### src/rtl/mem_op_sequencer.sv
// Opcode sequencer: accepts one opcode per valid/ready handshake and drives
// read/write strobes (with wait states, mem_ready sampling, timeout) or an ALU enable.
module mem_op_sequencer #(
  parameter int unsigned OPC_W       = 3,
  parameter int unsigned WAIT_STATES = 1,
  parameter int unsigned TIMEOUT     = 16
) (
  input  logic             clock,
  input  logic             reset,
  input  logic             instr_valid,
  output logic             instr_ready,
  input  logic [OPC_W-1:0] instruction,
  input  logic             mem_ready,
  output logic             read,
  output logic             write,
  output logic             alu_en,
  output logic [OPC_W-1:0] alu_op,
  output logic             busy,
  output logic             done,
  output logic             timeout_err
);

  localparam int unsigned CNT_W = $clog2(WAIT_STATES + TIMEOUT + 1);

  localparam logic [CNT_W-1:0] CNT_MAX = '1;
  localparam logic [CNT_W-1:0] WS_C    = CNT_W'(WAIT_STATES);
  localparam logic [CNT_W-1:0] LAST_C  = CNT_W'(WAIT_STATES + TIMEOUT - 1);

  localparam logic [OPC_W-1:0] OP_FETCH = OPC_W'(0);
  localparam logic [OPC_W-1:0] OP_WRITE = OPC_W'(1);
  localparam logic [OPC_W-1:0] OP_ADD   = OPC_W'(2);
  localparam logic [OPC_W-1:0] OP_SHIFT = OPC_W'(6);

  typedef enum logic [2:0] {
    S_IDLE,
    S_DECODE,
    S_LOAD,
    S_STORE,
    S_EXEC
  } state_t;

  state_t           state_q, state_d;
  logic [OPC_W-1:0] op_q, op_d;
  logic [CNT_W-1:0] cnt_q, cnt_d;
  logic             done_q, done_d;
  logic             tmo_q, tmo_d;

  always_ff @(posedge clock or posedge reset) begin
    if (reset) begin
      state_q <= S_IDLE;
      op_q    <= '0;
      cnt_q   <= '0;
      done_q  <= 1'b0;
      tmo_q   <= 1'b0;
    end else begin
      state_q <= state_d;
      op_q    <= op_d;
      cnt_q   <= cnt_d;
      done_q  <= done_d;
      tmo_q   <= tmo_d;
    end
  end

  always_comb begin
    state_d = state_q;
    op_d    = op_q;
    cnt_d   = cnt_q;
    done_d  = 1'b0;
    tmo_d   = 1'b0;
    case (state_q)
      S_IDLE: begin
        if (instr_valid) begin
          op_d    = instruction;
          state_d = S_DECODE;
        end
      end
      S_DECODE: begin
        cnt_d = '0;
        if (op_q == OP_FETCH)
          state_d = S_LOAD;
        else if (op_q == OP_WRITE)
          state_d = S_STORE;
        else if (op_q >= OP_ADD && op_q <= OP_SHIFT)
          state_d = S_EXEC;
        else begin
          state_d = S_IDLE;
          done_d  = 1'b1;
        end
      end
      S_LOAD, S_STORE: begin
        // cnt below WS_C counts ignored wait states; from WS_C on, each cycle is one sample
        if (cnt_q < WS_C)
          cnt_d = cnt_q + 1'b1;
        else if (mem_ready) begin
          state_d = S_IDLE;
          done_d  = 1'b1;
        end else if (cnt_q >= LAST_C) begin
          state_d = S_IDLE;
          tmo_d   = 1'b1;
        end else if (cnt_q != CNT_MAX)
          cnt_d = cnt_q + 1'b1;
      end
      S_EXEC: begin
        state_d = S_IDLE;
        done_d  = 1'b1;
      end
      default: state_d = S_IDLE;
    endcase
  end

  always_comb begin
    instr_ready = (state_q == S_IDLE) && !reset;
    read        = (state_q == S_LOAD);
    write       = (state_q == S_STORE);
    alu_en      = (state_q == S_EXEC);
    alu_op      = (state_q == S_EXEC) ? op_q : '0;
    busy        = (state_q != S_IDLE);
    done        = done_q;
    timeout_err = tmo_q;
  end

endmodule

### config.mk
export PLATFORM = sky130hd
export DESIGN_NAME = mem_op_sequencer
export DESIGN_NICKNAME = d
export VERILOG_FILES = /design/src/rtl/mem_op_sequencer.sv
export SDC_FILE = /design/constraint.sdc
export NUM_CORES = 1
export LEC_CHECK = 0
export ABC_AREA = 1
export BUFFER_PORTS_ARGS = -buffer_cell sky130_fd_sc_hd__buf_2
export CAP_MARGIN = 15
export CORE_UTILIZATION = 45
export DETAILED_ROUTE_END_ITERATION = 8
export PLACE_DENSITY_LB_ADDON = 0.1
export SLEW_MARGIN = 0
export SYNTH_ARGS = -nofsm -noshare
export SYNTH_HDL_FRONTEND = slang
export SYNTH_SLANG_ARGS = --single-unit
### constraint.sdc
create_clock -name clock -period 3.3 [get_ports clock]
set_input_delay 0 -clock clock [delete_from_list [all_inputs] [get_ports clock]]
set_output_delay 0 -clock clock [all_outputs]
set_load 0.005 [all_outputs]
### Word-level counts from Yosys, hierarchy flattened

Cells that the tools add are included.

* $add $sub $neg: 1
* order comparisons: 4
* equal/unequal tests: 12
* multiplexer cells: 24
* reductions and logical operators: 11

Operators by type and width (count)
* 3-bit two-way mux: 8
* 5-bit two-way mux: 4
* 3-bit inequality test (second input constant): 4
* 5-bit one-hot mux with 2 select lines: 1
* 1-bit two-way mux: 9
* 3-bit one-hot mux with 3 select lines: 1
* 3-bit by 1-bit equality test with 1-bit output (second input constant): 2
* 3-bit by 2-bit equality test with 1-bit output (second input constant): 2
* 3-bit zero test: 2
* 5-bit by 1-bit adder with 5-bit output (second input constant): 1
* 5-bit greater-or-equal comparator (second input constant): 1
* 5-bit by 1-bit < comparator with 1-bit output (second input constant): 1
* 5-bit inequality test (second input constant): 1
* 2-bit inequality test (second input constant): 2
* 4-bit AND reduction: 1
* 3-bit equality test (second input constant): 1
* 3-bit by 2-bit greater-or-equal comparator with 1-bit output (second input constant): 1
* 3-bit <= comparator (second input constant): 1
* 1-bit one-hot mux with 3 select lines: 1
* 3-bit AND reduction: 1
* 3-bit nonzero test: 1
* 1-bit logical AND: 2
* 2-bit AND reduction: 1
* 2-bit nonzero test: 1
* other kinds (2): 2

* flip-flop bits (word level): 13
* bits of input ports: 7
* logic and storage cells: 57

### Logic depth before layout (Yosys ltp)

Gate-level depths: netlist (run 1).

* depth in word-level cells: 6
* depth in mapped cells: 10
* depth with buffers taken out: 10

### Worst setup path before layout (run 1)

Ideal clock, no wire load.

* path kind: register -> register
* start point: register cnt_q[0]
* end point: register cnt_q[0]
* setup time: 117 ps
* arrival: 1258 ps
* required time: 3183 ps
* slack: 1925 ps
* cell stages (with the launch flop): 11
* period minus slack after synthesis: 1375 ps
* path through: dfrtp_1 > ha_1 > nand2_1 > nor2_1 > ha_1 > nand2_1 > nand2_1 > nand2_2 > nand2_4 > nand2_1 > nand2_1

* word-level cells in the longest chain between the ends: 6
* elaborated cells between the ends (all ways): 13
* those cells by class: add/sub: 1; order compare: 2; eq/ne: 4; mux: 5; reduce/logical: 1

RTL lines
* from (decl): RTL line 44 `logic [CNT_W-1:0] cnt_q, cnt_d;`
* from (signal assigned): RTL line 58 `cnt_q <= cnt_d;`
* 5-bit by 1-bit adder with 5-bit output: RTL line 93, 101
* 5-bit two-way mux: RTL line 100 `end else if (cnt_q != CNT_MAX)`
* 5-bit two-way mux: RTL line 97 `end else if (cnt_q >= LAST_C) begin`
* 5-bit two-way mux: RTL line 94 `else if (mem_ready) begin`
* 5-bit two-way mux: RTL line 92 `if (cnt_q < WS_C)`
* 5-bit one-hot mux with 2 select lines: RTL line 70 `case (state_q)`

Parallel ways exist; a longest one is shown, timed or not. The select of a mux whose other input is x is not followed.
A chain may end at the register's enable or synchronous reset.

### Final worst setup path (run 1)

Same ends and word-level chain as after synthesis.

==> results of run 1 <==
[path summary, 6_finish.rpt]
path / from / end / slack (ps) / cells after the start
min in group asynchronous: reset / state_q[0]$_DFFE_PP0P_ / 300 / 3
max reg2reg: cnt_q[0]$_DFFE_PP0P_ / cnt_q[0]$_DFFE_PP0P_ / 1810 / 10
min: instr_valid / op_q[0]$_DFFE_PP0P_ / 50 / 3
max: cnt_q[0]$_DFFE_PP0P_ / cnt_q[0]$_DFFE_PP0P_ / 1810 / 10
max in group asynchronous: reset / cnt_q[0]$_DFFE_PP0P_ / 2680 / 3
min reg2reg: cnt_q[3]$_DFFE_PP0P_ / cnt_q[3]$_DFFE_PP0P_ / 520 / 2
[final cells by class]
class	count	area, um2	area share [%]
Clock inverter	1	5.00	0.546
Inverter	15	56.3	6.15
Timing Repair Buffer	21	130	14.2
Clock buffer	3	22.5	2.46
Multi-Input combinational cell	73	357	38.9
Sequential cell	13	325	35.5
Tap cell	16	20.0	2.19
[stage by stage]
step,total power [mW],worst slack [ps],hold WS (ps),util (%)
after floorplan,0.481,1930,-123,-
after global placement,0.561,1860,58.7,55.0
after detailed placement,0.566,1830,58.5,55.0
after CTS,0.669,1820,42.2,60.1
after global routing,0.730,1670,71.9,60.1
final,0.661,1810,48.0,60.1
[cell families (layout without fill, tap and decap cells)]
logic type,Yosys count,after routing,synth area share [%]
buffers and inverters,15,40,7.63
AOI/OAI and AO/OA,7,7,4.91
DFF,13,13,44.1
adders and majority gates,2,2,3.39
and+or+nand+nor,64,64,40.0
[worst max-delay path, cell delays in order (launching register included)]
cell and delay (ps):
dfrtp_1 430, ha_1 220, nand2_1 90, nor2_1 50, ha_1 160, nand2_1 70
nand2_1 60, nand2_2 130, nand2_4 70, nand2_1 50, nand2_1 50
[flip-flops by register name, summed over array words and instances, names as in the netlist]
signal	cells
cnt_q	5
timeout_err	1
state_q	3
op_q	3
done	1
[Yosys cell counts, drive strengths merged]
cell type / count
nand3b: 1
or2: 1
o21ai: 3
a21oi: 3
dfrtp: 13
nor2: 20
nand2: 29
nor3: 3
a31oi: 1
nand3: 10
ha: 2
inv: 15
[layer usage]
metal | vias to the layer above | track usage (%) | share of wire (%)
met3 | 0 | 6.47 | 5.1
met2 | 17 | 27.7 | 43
met4 | 0 | 3.75 | 0
met1 | 284 | 23.2 | 52
met5 | - | 0 | 0
li1 | 368 | - | -
[layout by cell type (no fill, tap or decap), drive strengths merged]
cell,instances
clkbuf,3
or2,1
a31oi,1
dlygate4sd3,5
nand2,29
buf,16
nand3,10
nor3,3
nand3b,1
a21oi,3
dfrtp,13
ha,2
inv,15
nor2,20
o21ai,3
clkinv,1
[power by group through the flow]
stage               combinational, mW  clock [mW]  sequential [mW]
global route                    0.374       0.108            0.247
floorplan                       0.243           0            0.238
CTS                             0.327       0.100            0.241
global placement                0.318           0            0.243
detailed placement              0.322           0            0.245
finish                          0.324      0.0953            0.242
==> qor.csv, run 1 <==
metric;value;unit
boundaryPins;17;
total_leakage_power;0.527;nW
max-vdd-ir-drop;0.000462;V
synth_top_cell_area_share;44.1;%
drv_cap;0;
routabilityCongestion;0.865;
grt_pass1_wl;2420;um
port_buffers;16;
number_of_buffers_added_for_setup_after_cts;0;
power.share.combinational;49.0;%
timing.critical_path.fanout_max;6;
post_cts.resized_instances;0;
wire_length_reported_by_the_detailed_router;1370;um
final_global_route_overflow_total;0;
clk_root_buffer_cell;clkbuf_4;
grt_antenna_before_repair;0;
syn-instance-count;101;
post-route-cell-area;916;um2
ant_nets;0;
pwr-share-seq;36.6;%
final_critical_path_share_of_the_clock_period;45.0;%
fp.dieH;42.5;um
ctsLongestPathBuffers;2;
power_switching;0.292;mW
initial_core_util;48.4;%
maxClockFrequency;0.673;GHz
worst_skew_pair.late_latency;270;ps
synth_top_cells_by_area;dfrtp_1 44%, nand2_1 13%, nor2_1 9.7%;
ys.warnings.count;0;
internal_power_summed_over_all_cells;0.369;mW
setup_tns;0;ps
areaGrowthSynthToFinish;24.1;%
worst-slew-pin-transition;480;ps
timing.critical_path.arrival;1650;ps
yosys_reg_bits;13;
die-width;42.5;um
cts_tree;built;
placement.cell_area;838;um2
clock_pin_slew_on_the_worst_setup_and_hold_paths;80;ps
worst-setup-path-type;register to register;
cp-start-kind;register;
cts_hold_buf;5;
num_vias;669;
placeableCoreArea;1520;um2
p_sw_share;44.2;%
viasPerCell;4.71;
hold_path.class;primary input to register;
critPathCaptureType;register;
clock_tree_sinks;13;
cts_made_buffers;3;
n_fill_cell;145;
grt_resource_usage_total;17.6;%
final_layout_size_suffix_gt1_share;23.8;%
drtIter0Drc;15;
first_global_vias;608;
diodes_inserted;0;
fin_cells;142;
critPathRequiredTime;3470;ps
seq_area_frac_synth;44.1;%
unrepaired_setup_endpoints_after_global_routing;false;
placement_rows;14;
detail_route.wl_per_cell;9.66;um
final_nets;136;
power_density;722;nW/um2
timing_max_transition_violations_final;0;
syn_nets;110;
detail_route.drc_violations;0;
finalClockSkew;0.631;ps
finalHoldViolCount;0;
fin_crit;1490;ps
yosysTopAreaCell;dfrtp_1;
grt_start_max_net_pins;14;
setup_viol;0;
dp_hpwl;1070;um
h-tree-depth;1;
timing.max_slew.rel_slack;68.0;%
firstDrtPassIters;4;
synth_area_per_cell;7.31;um2
run_status;finished, final reports clean;
numPlacedInstances;133;
post_synth_instance_area;738;um2
synth_cell_types;17;
dieArea;1810;um2
power.share.clock;14.4;%
Note: power is estimated with default switching activity, not from simulation.
==> run 2: changes to the inputs <==
- clock period: 3.3 -> 1.2 ns (I/O delays scaled with it)
==> qor.csv, run 2 (synthesized netlist as in run 1, its figures left out) <==
metric;value;unit;change
run_status;finished with violations;;was finished, final reports clean
failed_checks;negative setup slack;;
routabilityCongestion;0.930;;was 0.865
post-route-cell-area;1080;um2;was 916 um2
dp_hpwl;1130;um;was 1070 um
regToRegEndpoint;cnt_q[0]$_DFFE_PP0P_;;unchanged
port_buffers;16;;unchanged
max-vdd-ir-drop;0.00133;V;was 0.000462 V
boundaryPins;17;;unchanged
post_route_met1_wirelength;870;um;was 717 um
max_flop_register;cnt_q;;unchanged
drtIter0Drc;9;;was 15
unrepaired_setup_endpoints_after_global_routing;true;;was false
clock_pin_slew_on_the_worst_setup_and_hold_paths;80;ps;about the same
fin_cells;154;;was 142
timing.rr.start;cnt_q[1]$_DFFE_PP0P_;;was cnt_q[0]$_DFFE_PP0P_
num_vias;754;;was 669
power.share.combinational;57.3;%;was 49.0%
hold-path-cell-count;3;;unchanged
hold_end;op_q[0]$_DFFE_PP0P_;;unchanged
first_global_vias;662;;was 608
placement_rows;14;;unchanged
fin_crit;1380;ps;was 1490 ps
routed_length_on_met2;807;um;was 584 um
die-width;42.5;um;unchanged
mostFrequentLayoutCell;buf_2;;was nand2_1
reg2reg_slack;-180;ps;was 1810 ps
internal_power_summed_over_all_cells;1.18;mW;was 0.369 mW
worst_hold_startpoint;instr_valid;;unchanged
initial_core_util;48.4;%;unchanged
placement.cell_area;903;um2;was 838 um2
storage_cell_area;325;um2;unchanged
p_sw_share;44.9;%;was 44.2%
multiInputGateArea;424;um2;was 357 um2
worst_hold_slack;43.7;ps;was 48.0 ps
dieArea;1810;um2;unchanged
power_switching;0.966;mW;was 0.292 mW
placeableCoreArea;1520;um2;unchanged
cts_tree;built;;unchanged
timing.critical_path.fanout_max;6;;unchanged
firstDrtPassIters;4;;unchanged
cp_slowest_cell;dfrtp_1;;unchanged
wire_length_reported_by_the_detailed_router;1810;um;was 1370 um
viasPerCell;4.90;;was 4.71
ant_nets;0;;unchanged
worst_skew_pair.late_latency;280;ps;was 270 ps
detail_route.wl_per_cell;11.7;um;was 9.66 um
critPathRequiredTime;1380;ps;was 3470 ps
worst-setup-path-type;register to register;;unchanged
areaGrowthSynthToFinish;45.8;%;was 24.1%
finalClockSkew;2.23;ps;was 0.631 ps
pwr-share-seq;29.5;%;was 36.6%
timing.max_slew.rel_slack;64.9;%;was 68.0%
hold_path.class;primary input to register;;unchanged
critical-path-max-stage-delay;390;ps;was 430 ps
final_global_route_overflow_total;0;;unchanged
clk_root_buffer_cell;clkbuf_4;;unchanged
final_critical_path_share_of_the_clock_period;115;%;was 45.0%
timing.critical_path.cells;ha_2 > nand2_2 > nor2_2 > ha_2 > nand2_2 > nand2_2 > nand2_4 > nand2_4 > nand2_2 > nand2_2;;was ha_1 > nand2_1 > nor2_1 > ha_1 > nand2_1 > nand2_1 > nand2_2 > nand2_4 > nand2_1 > nand2_1
drv_cap;0;;unchanged
crit_top_cell;nand2_2;;was nand2_1
diodes_inserted;0;;unchanged
detail_route.drc_violations;0;;unchanged
clock_tree_sinks;13;;unchanged
critPathCaptureType;register;;unchanged
setup.worst_path.start;cnt_q[1]$_DFFE_PP0P_;;was cnt_q[0]$_DFFE_PP0P_
grt_resource_usage_total;20.7;%;was 17.6%
cp_buf_inv_count;0;;unchanged
h-tree-depth;1;;unchanged
n_fill_cell;124;;was 145
power;2.15;mW;was 0.661 mW
setup_tns;-904;ps;was 0 ps
setup_slack;-177;ps;was 1810 ps
fp.dieH;42.5;um;unchanged
timing.critical_path.arrival;1560;ps;was 1650 ps
reg2regPathDepth;10;;unchanged
numPlacedInstances;141;;was 133
grt_start_max_net_pins;14;;unchanged
final_layout_size_suffix_gt1_share;42.8;%;was 23.8%
ctsLongestPathBuffers;2;;unchanged
maxClockFrequency;0.726;GHz;was 0.673 GHz
cts_made_buffers;3;;unchanged
maxUsedRoutingLayer;met4;;was met3
top_registers;cnt_q x5, op_q x3, state_q x3;;unchanged
setup_viol;6;;was 0
total_leakage_power;0.596;nW;was 0.527 nW
timing_max_transition_violations_final;0;;unchanged
power_density;2000;nW/um2;was 722 nW/um2
grt_pass1_wl;2750;um;was 2420 um
grt_antenna_before_repair;0;;unchanged
worst-slew-pin-transition;525;ps;was 480 ps
power.share.clock;13.2;%;was 14.4%
routed-wl-met3;90;um;was 70 um
cp-start-kind;register;;unchanged
crit_family;simple AND/OR/NAND/NOR gates;;unchanged
largest_register_ff_count;5;;unchanged
final_nets;148;;was 136
finalHoldViolCount;0;;unchanged
most_frequent_cells_in_the_layout;16 x buf_2, 15 x nand2_1, 15 x nor2_1;;was 25 x nand2_1, 19 x nor2_1, 16 x buf_2
run 2: cell count changes in the layout (fill, tap and decap cells not counted), sizes merged:
cell    previous run  this run
clkbuf             3         4
buf               16        28
clkinv             1         0
run 2: per-layer routing:
layer / global-route usage [%] / vias up
met1: 26.8 / 333
met4: 13.1 / 0
met2: 30.2 / 27
met5: 0 / -
li1: - / 390
met3: 6.03 / 4
run 2: stage by stage:
stage / utilization (%) / worst slack (ps)
2_1_floorplan: - / -139
3_3_place_gp: 59.3 / -156
3_5_place_dp: 59.3 / -192
4_1_cts: 66.1 / -177
5_1_grt: 70.6 / -257
6_report: 70.6 / -177
run 2: power by group through the flow:
stage	clock, mW	combinational (mW)	sequential, mW
floorplan	0	0.658	0.656
global placement	0	0.989	0.636
detailed placement	0	1.01	0.638
CTS	0.288	1.07	0.634
global route	0.313	1.39	0.645
finish	0.283	1.23	0.633
run 2: cell type report:
cell class / instances / share of cell area (%)
clock buffer: 4 / 2.44
sequential: 13 / 30.2
inverter: 15 / 5.23
tap: 16 / 1.86
multi-input combinational: 73 / 39.4
timing repair buffer: 33 / 20.8
run 2: timing repair:
action / CTS / global route
buffers inserted: 1 / 3
pin swaps: 8 / 10
endpoints found under the setup margin: 10 / 15
endpoints found under the hold margin: 17 / 0
hold buffers: 5 / 0
resized for setup: 6 / 14
run 2: how the worst max path moves through the flow:
stage / to / slack [ps] / depth (start not counted)
after floorplan: cnt_q[0]$_DFFE_PP0P_ / -140 / 9
after global placement: cnt_q[1]$_DFFE_PP0P_ / -160 / 10
after detailed placement: cnt_q[1]$_DFFE_PP0P_ / -190 / 10
after CTS: cnt_q[1]$_DFFE_PP0P_ / -180 / 10
after global routing: cnt_q[0]$_DFFE_PP0P_ / -260 / 10
final: cnt_q[0]$_DFFE_PP0P_ / -180 / 10
run 2: worst register-to-register path, cell delays in order (launching register included):
cell,delay [ps]
dfrtp_1,390
ha_2,200
nand2_2,80
nor2_2,40
ha_2,160
nand2_2,50
nand2_2,60
nand2_4,110
nand2_4,70
nand2_2,70
nand2_2,40
